**src/rtl/iter_divider_if.sv**
```systemverilog
// rtl/iter_divider_if.sv - request/result bundle between the control unit and the iterative divider
interface iter_divider_if #(
  parameter int X = 32
) ();
  logic         start;
  logic         signed_op;
  logic [X-1:0] a;
  logic [X-1:0] b;
  logic         busy;
  logic         done;
  logic [X-1:0] quotient;
  logic [X-1:0] remainder;
  logic         div_zero;

  // Control unit side: issues operands, watches busy/done and collects LO/HI.
  modport master (
    output start, signed_op, a, b,
    input  busy, done, quotient, remainder, div_zero
  );

  // Divider side.
  modport slave (
    input  start, signed_op, a, b,
    output busy, done, quotient, remainder, div_zero
  );
endinterface

```
**src/rtl/iter_divider.sv**
```systemverilog
// rtl/iter_divider.sv - multi-cycle restoring divider for DIV/DIVU; signed support under DIV_SIGNED_EN
module iter_divider #(
  parameter int X = 32
) (
  input  logic         clk,
  input  logic         rst,
  iter_divider_if.slave bus
);

  localparam int CW = $clog2(X + 1);

  typedef enum logic [1:0] {IDLE, RUN, FIX, DONE} state_t;

  state_t         state;
  logic [X-1:0]   rem;
  logic [X-1:0]   dvd;
  logic [X-1:0]   divisor;
  logic [X-1:0]   a_orig;
  logic [CW-1:0]  cnt;
  logic           dz;
  logic           neg_q;
  logic           neg_r;

  logic [X-1:0]   mag_a;
  logic [X-1:0]   mag_b;
  logic           neg_q_in;
  logic           neg_r_in;
  logic [X:0]     shifted;
  logic [X:0]     trial;

`ifdef DIV_SIGNED_EN
  logic sign_a;
  logic sign_b;

  // Operand magnitudes; the most-negative value maps onto 2^(X-1) unsigned, which is what we want.
  assign sign_a   = bus.signed_op & bus.a[X-1];
  assign sign_b   = bus.signed_op & bus.b[X-1];
  assign mag_a    = sign_a ? -bus.a : bus.a;
  assign mag_b    = sign_b ? -bus.b : bus.b;
  assign neg_q_in = sign_a ^ sign_b;
  assign neg_r_in = sign_a;
`else
  logic unused_signed_op;

  // Unsigned-only build: operands pass straight through and no sign fix-up exists.
  assign unused_signed_op = bus.signed_op;
  assign mag_a    = bus.a;
  assign mag_b    = bus.b;
  assign neg_q_in = 1'b0;
  assign neg_r_in = 1'b0;
`endif

  // One restoring step: shift the next dividend bit into the partial remainder and trial-subtract.
  // The partial remainder is always below the divisor, so X+1 bits hold the trial without overflow.
  assign shifted = {rem, dvd[X-1]};
  assign trial   = shifted - {1'b0, divisor};

  // Control FSM and datapath; dvd is shifted out MSB-first while quotient bits shift in at the LSB.
  always_ff @(posedge clk) begin
    if (rst) begin
      state         <= IDLE;
      rem           <= '0;
      dvd           <= '0;
      divisor       <= '0;
      a_orig        <= '0;
      cnt           <= '0;
      dz            <= 1'b0;
      neg_q         <= 1'b0;
      neg_r         <= 1'b0;
      bus.busy      <= 1'b0;
      bus.done      <= 1'b0;
      bus.quotient  <= '0;
      bus.remainder <= '0;
      bus.div_zero  <= 1'b0;
    end else begin
      case (state)
        IDLE: begin
          bus.done <= 1'b0;
          bus.busy <= bus.start;
          if (bus.start) begin
            dvd     <= mag_a;
            divisor <= mag_b;
            a_orig  <= bus.a;
            neg_q   <= neg_q_in;
            neg_r   <= neg_r_in;
            dz      <= (bus.b == '0);
            rem     <= '0;
            cnt     <= '0;
            state   <= RUN;
          end
        end
        RUN: begin
          if (trial[X]) begin
            rem <= shifted[X-1:0];
            dvd <= {dvd[X-2:0], 1'b0};
          end else begin
            rem <= trial[X-1:0];
            dvd <= {dvd[X-2:0], 1'b1};
          end
          cnt <= cnt + CW'(1);
          if (cnt == CW'(X - 1)) begin
            state <= FIX;
          end
        end
        FIX: begin
          // Divide-by-zero returns the MIPS-style all-ones quotient and the untouched dividend.
          if (dz) begin
            bus.quotient  <= '1;
            bus.remainder <= a_orig;
          end else begin
            bus.quotient  <= neg_q ? -dvd : dvd;
            bus.remainder <= neg_r ? -rem : rem;
          end
          bus.div_zero <= dz;
          state        <= DONE;
        end
        DONE: begin
          // busy stays high through the done cycle; IDLE drops it unless a new start arrives.
          bus.done <= 1'b1;
          state    <= IDLE;
        end
        default: state <= IDLE;
      endcase
    end
  end

endmodule

```
**src/flat_wrapper.sv**
```systemverilog
// flat-port wrapper written by rule: the top's interface ports become plain ports
module iter_divider_flat 
#(
  parameter int X = 32
)
  (clk, rst, bus_start, bus_signed_op, bus_a, bus_b, bus_busy, bus_done, bus_quotient, bus_remainder, bus_div_zero);
  iter_divider_if #(.X(X)) bus_i ();
  input  logic clk;
  input  logic rst;
  input wire logic [$bits(bus_i.start)-1:0] bus_start;
  input wire logic [$bits(bus_i.signed_op)-1:0] bus_signed_op;
  input wire logic [$bits(bus_i.a)-1:0] bus_a;
  input wire logic [$bits(bus_i.b)-1:0] bus_b;
  output wire logic [$bits(bus_i.busy)-1:0] bus_busy;
  output wire logic [$bits(bus_i.done)-1:0] bus_done;
  output wire logic [$bits(bus_i.quotient)-1:0] bus_quotient;
  output wire logic [$bits(bus_i.remainder)-1:0] bus_remainder;
  output wire logic [$bits(bus_i.div_zero)-1:0] bus_div_zero;
  assign bus_i.start = bus_start;
  assign bus_i.signed_op = bus_signed_op;
  assign bus_i.a = bus_a;
  assign bus_i.b = bus_b;
  assign bus_busy = bus_i.busy;
  assign bus_done = bus_i.done;
  assign bus_quotient = bus_i.quotient;
  assign bus_remainder = bus_i.remainder;
  assign bus_div_zero = bus_i.div_zero;
  iter_divider #(.X(X)) u_core (.clk(clk), .rst(rst), .bus(bus_i));
endmodule
```
**config.mk**
```make
export PLATFORM = sky130hd
export DESIGN_NAME = iter_divider_flat
export DESIGN_NICKNAME = d
export VERILOG_FILES = /design/src/rtl/iter_divider_if.sv /design/src/rtl/iter_divider.sv /design/src/flat_wrapper.sv
export SDC_FILE = /design/constraint.sdc
export NUM_CORES = 1
export LEC_CHECK = 0
export CAP_MARGIN = 20
export CORE_MARGIN = 1
export CORE_UTILIZATION = 45
export CTS_BUF_LIST = sky130_fd_sc_hd__clkbuf_16
export CTS_CLUSTER_DIAMETER = 80
export DETAILED_ROUTE_END_ITERATION = 12
export DONT_BUFFER_PORTS = 1
export GPL_ROUTABILITY_DRIVEN = 0
export PLACE_DENSITY = 0.71
export SYNTH_ARGS = -nofsm -noshare
export SYNTH_HDL_FRONTEND = slang
export SYNTH_SLANG_ARGS = --single-unit
```
**constraint.sdc**
```tcl
create_clock -name clk -period 6.65 [get_ports clk]
set_input_delay 1.33 -clock clk [delete_from_list [all_inputs] [get_ports clk]]
set_output_delay 1.33 -clock clk [all_outputs]
set_load 0.01 [all_outputs]
```
### After elaboration in Yosys (flattened, before gate mapping)

Cells that the tools add are included.

* add/sub/neg operators: 2
* reduce and logical (&&, ||, !) cells: 7
* eq/ne operators: 6
* multiplexer cells: 14

Operator list (number)
* $mux W32: 5
* $pmux W32 S2: 2
* $sub A33 B32 Y33: 1
* $logic_not A32 Y1: 1
* $pmux W6 S2: 1
* $pmux W2 S4: 1
* $add A6 B1 Y6 const B: 1
* $eq A6 B5 Y1 const B: 1
* $mux W6: 1
* $reduce_and A2 Y1: 3
* $eq A2 B2 Y1 const B: 2
* $mux W2: 2
* $reduce_bool A2 Y1: 2
* $eq A2 B1 Y1 const B: 1
* $logic_not A2 Y1: 1
* $ne A2 B1 Y1 const B: 1
* $ne A2 B2 Y1 const B: 1
* $pmux W1 S2: 1
* $mux W1: 1

* register bits: 204
* logic and storage cells: 41

### Longest topological paths before layout

* depth in word-level cells: 3
* mapped depth: 14
* mapped depth without buffers: 13

### Worst setup path after synthesis

Ideal clock, no wire load.

* kind: flip-flop to flip-flop
* from: reg u_core.dvd[31]
* to: reg u_core.rem[13]
* arrival: 3.011 ns
* stages on the path, launching flop included: 15
* library setup time: 0.128 ns
* period minus slack after synthesis: 3.139 ns
* slack: 3.511 ns
* data required time: 6.522 ns
* cells stage by stage: dfxtp_1 > inv_1 > ha_1 > inv_1 > fa_1 > a211oi_2 > o211ai_1 > a31o_2 > a221oi_2 > o31ai_1 > a41o_1 > nor3_4 > buf_6 > mux2i_1 > o21ai_1

* longest elaborated chain between the ends: 3

RTL lines
* start: declaration: line iter_divider.sv:16 `logic [X-1:0] dvd;`
* start signal: assignment: line iter_divider.sv:81 `dvd <= mag_a;`
* start signal: assignment: line iter_divider.sv:95 `dvd <= {dvd[X-2:0], 1'b0};`
* start signal: assignment: line iter_divider.sv:98 `dvd <= {dvd[X-2:0], 1'b1};`
* $sub A33 B32 Y33: line iter_divider.sv:56 `assign trial = shifted - {1'b0, divisor};`
* $mux W32: line iter_divider.sv:93 `if (trial[X]) begin`
* $pmux W32 S2: line iter_divider.sv:76 `case (state)`
* end signal: assignment: line iter_divider.sv:94 `rem <= shifted[X-1:0];`
* end signal: assignment: line iter_divider.sv:97 `rem <= trial[X-1:0];`
* end: declaration: line iter_divider.sv:15 `logic [X-1:0] rem;`

No other way between the ends.
A chain may end at the register's enable or synchronous reset.

### Worst setup path in the final report

* from: reg u_core.dvd[31]
* to: reg u_core.rem[26]

Same word-level chain as after synthesis.

==> impl_metrics.yaml <==
worst_setup_path:
  arrival_ns: 4.69
  cp_cell_sequence: "inv_1 -> ha_1 -> inv_1 -> fa_1 -> a211oi_2 -> o211ai_1 -> a31o_2 -> a221oi_2 -> o31ai_1 -> a41o_1 -> nor3_4 -> buf_4 -> nand2b_1 -> o21ai_0"
  ff2ff_path_depth: 14
  cp.buffers_inverters: 3
  critical_path_required_ns: 7.01
  path_delay_family: "compound AO/OA/AOI/OAI gates"
  startpoint_type: "register"
  critPathCaptureType: "register"
  rr_startpoint: "u_core.dvd[31]"
  cpPeakStageDelay_ns: 0.54
  worstPathMaxFanout: 14
  path_class: "reg -> reg"
  r2r_end: "u_core.rem[26]"
  rrSetupSlack_ns: 2.33
  cp_slowest_cell: "nor3_4"
  crit_top_cell: "inv_1"
timing:
  drv_slew: 0
  fmax_mhz: 231
  relSlewSlack_pct: 32.6
  worst_pin_slew_ns: 1.01
  hold_viol_final: 0
  rsz0062_at_grt: "false"
  setup_violations: 0
  clock_skew_ns: 0.0119
  fin_crit_ns: 4.32
  final.setup.tns_ns: 0
  period_share_pct: 65.0
place:
  placed_cells: 1439
  numPortBuffers: 0
  hpwl_um: 17200
layout:
  fillers: 2146
  n_antenna_cell: 0
  nets: 1290
  layout-drive-gt1-share_pct: 7.68
  area_growth_pct: 8.62
  stdcell_count: 1478
die:
  rows: 54
  die_h_um: 152
  dieArea_um2: 23000
  pin_count: 135
  floorplan.initialDensity_pct: 46.0
  fp.coreArea_um2: 21900
  die_x_um: 152
yosys:
  synth_area_leaders: "dfxtp_1 41%, nand2_1 6.4%, a21oi_1 5.9%, mux2i_1 5.8%, ha_1 4.6%"
  ys_seq_area_share_pct: 40.5
  yosys.area.top_type_share_pct: 40.5
  synth-async-reset-ratio_pct: 0
  synth_most_common_cell: "dfxtp_1"
  syn_nets: 1341
  postSynthCellCount: 1235
  synth_top_cells_by_count: "204 x dfxtp_1, 172 x nand2_1, 121 x nor2_1, 119 x a21oi_1, 72 x clkbuf_1"
  synth_flop_cell: "dfxtp_1"
  yosys.area.top_type: "dfxtp_1"
  synth_area_per_cell_um2: 8.16
  synth_cell_types: 56
  yosys_warnings: 0
  synth.cell_area_um2: 10100
  synth-edff-count: 0
  ys_seq_elements: 204
drt:
  wl_per_cell_um: 17.3
  ant_nets: 0
  via_per_inst: 5.72
  drtPass1Iterations: 5
  drt_iter0_drc: 545
  postRouteWirelength_um: 25600
  post-route-drc-count: 0
  vias: 8460
run:
  drv_cap: 0
cts:
  cts_resized: 0
  tritoncts: "built"
  htree_levels: 1
  cts_sinks: 204
  postCtsSetupRepairBufs: 0
  cts_max_path_buffers: 3
  cts-root-buf: "clkbuf_16"
  hold_buffers: 0
  path_clk_slew_ns: 0.06
  cts_made_buffers: 23
  clk_latency_ns: 0.51
global_routing:
  grt_use_total_pct: 22.0
  grt_pass1_wl_um: 40500
  grt_pass1_vias: 7903
  antenna_found_initial: 0
  grt_max_degree: 173
  grt_overflow: 0
status:
  status: "complete, no violations"
pwr:
  p_per_area_nw_per_um2: 549
  total_power_mw: 6.01
  leakage_nw: 4.29
  max-vdd-ir-drop_uv: 295
worst_hold_path:
  hold_depth: 2
  min_to: "u_core.divisor[5]"
  min-delay-path-class: "reg -> reg"
  holdCritStartpoint: "u_core.divisor[5]"
layer usage:
| metal | part of all wire, % | GRT usage, % |
|---|---|---|
| met1 | 44 | 27.8 |
| met2 | 47 | 37.0 |
| met4 | 3.6 | 8.02 |
| met5 | 0 | 0 |
| met3 | 5.4 | 4.46 |
flip-flops by register name, summed over array words and instances (netlist names):
name / flops
u_core.state: 2
u_core.dz: 1
u_core.cnt: 6
u_core.bus.div_zero: 1
u_core.dvd: 32
u_core.bus.remainder: 32
u_core.divisor: 32
u_core.bus.done: 1
u_core.bus.busy: 1
u_core.a_orig: 32
u_core.rem: 32
u_core.bus.quotient: 32
worst reg2reg max path, stage by stage (launching register included):
cell      delay [ns]
dfxtp_1         0.34
inv_1           0.09
ha_1            0.17
inv_1           0.05
fa_1            0.44
a211oi_2        0.29
o211ai_1        0.16
a31o_2          0.26
a221oi_2        0.36
o31ai_1         0.22
a41o_1          0.31
nor3_4          0.54
buf_4           0.34
nand2b_1        0.44
o21ai_0         0.18
cells by family (layout without fill, tap and decap cells):
| kind of cell | count (synthesis) | count (layout) | synth area share [%] |
|---|---|---|---|
| and+or+nand+nor | 411 | 411 | 18.2 |
| AOI/OAI and AO/OA | 364 | 364 | 22.7 |
| DFF | 204 | 204 | 40.5 |
| buffers and inverters | 126 | 89 | 4.87 |
| muxes | 60 | 60 | 6.02 |
| adders and majority gates | 38 | 38 | 4.79 |
| xor gates and xnor gates | 32 | 32 | 2.78 |
placed cells by master, fill, tap and decap left out, drive strengths merged, types with 7 or more instances in the layout:
master	instances
a2111oi	31
a211oi	34
a21o	28
a21oi	119
a32oi	10
buf	12
clkbuf	23
clkinv	7
dfxtp	204
ha	37
inv	42
mux2i	58
nand2	172
nand2b	39
nand3	10
nor2	121
nor4	9
o21ai	77
o22ai	32
or2	33
xnor2	10
xor2	22
worst max path at each step:
stage | depth (start not counted) | startpoint | slack (ns) | end
after global placement | 14 | u_core.dvd[31] | 2.39 | u_core.rem[25]
after global routing | 14 | u_core.dvd[31] | 2.08 | u_core.rem[9]
final | 14 | u_core.dvd[31] | 2.33 | u_core.rem[26]
after detailed placement | 14 | u_core.dvd[31] | 2.36 | u_core.rem[9]
after floorplan | 14 | u_core.dvd[31] | 3.51 | u_core.rem[13]
after CTS | 14 | u_core.dvd[31] | 2.31 | u_core.rem[9]
final cells by class:
type | count | area (um^2) | share of cell area (%)
Clock buffer | 23 | 576 | 5.26
Sequential cell | 204 | 4090 | 37.3
Timing Repair Buffer | 12 | 90.1 | 0.823
Tap cell | 280 | 350 | 3.20
Clock inverter | 16 | 178 | 1.62
Inverter | 38 | 143 | 1.30
Multi-Input combinational cell | 905 | 5520 | 50.5
metrics by stage:
stage / hold WS, ns / area (um^2) / setup WS (ns) / utilization (%)
after floorplan: 0.436 / 10100 / 3.51 / -
after CTS: 0.450 / 10900 / 2.31 / 50.0
final: 0.453 / 10900 / 2.33 / 50.0
after global routing: 0.471 / 10900 / 2.08 / 50.0
after detailed placement: 0.442 / 10200 / 2.36 / 46.5
after global placement: 0.436 / 10200 / 2.39 / 46.5
power by group:
part | total [mW] | internal (mW) | switching [mW] | leakage (nW)
combinational | 2.81 | 1.21 | 1.60 | 2.24
clock | 1.28 | 0.780 | 0.504 | 0.382
sequential | 1.91 | 1.57 | 0.339 | 1.67
total | 6.01 | 3.56 | 2.45 | 4.29
Power figures use the tool's default switching activity.
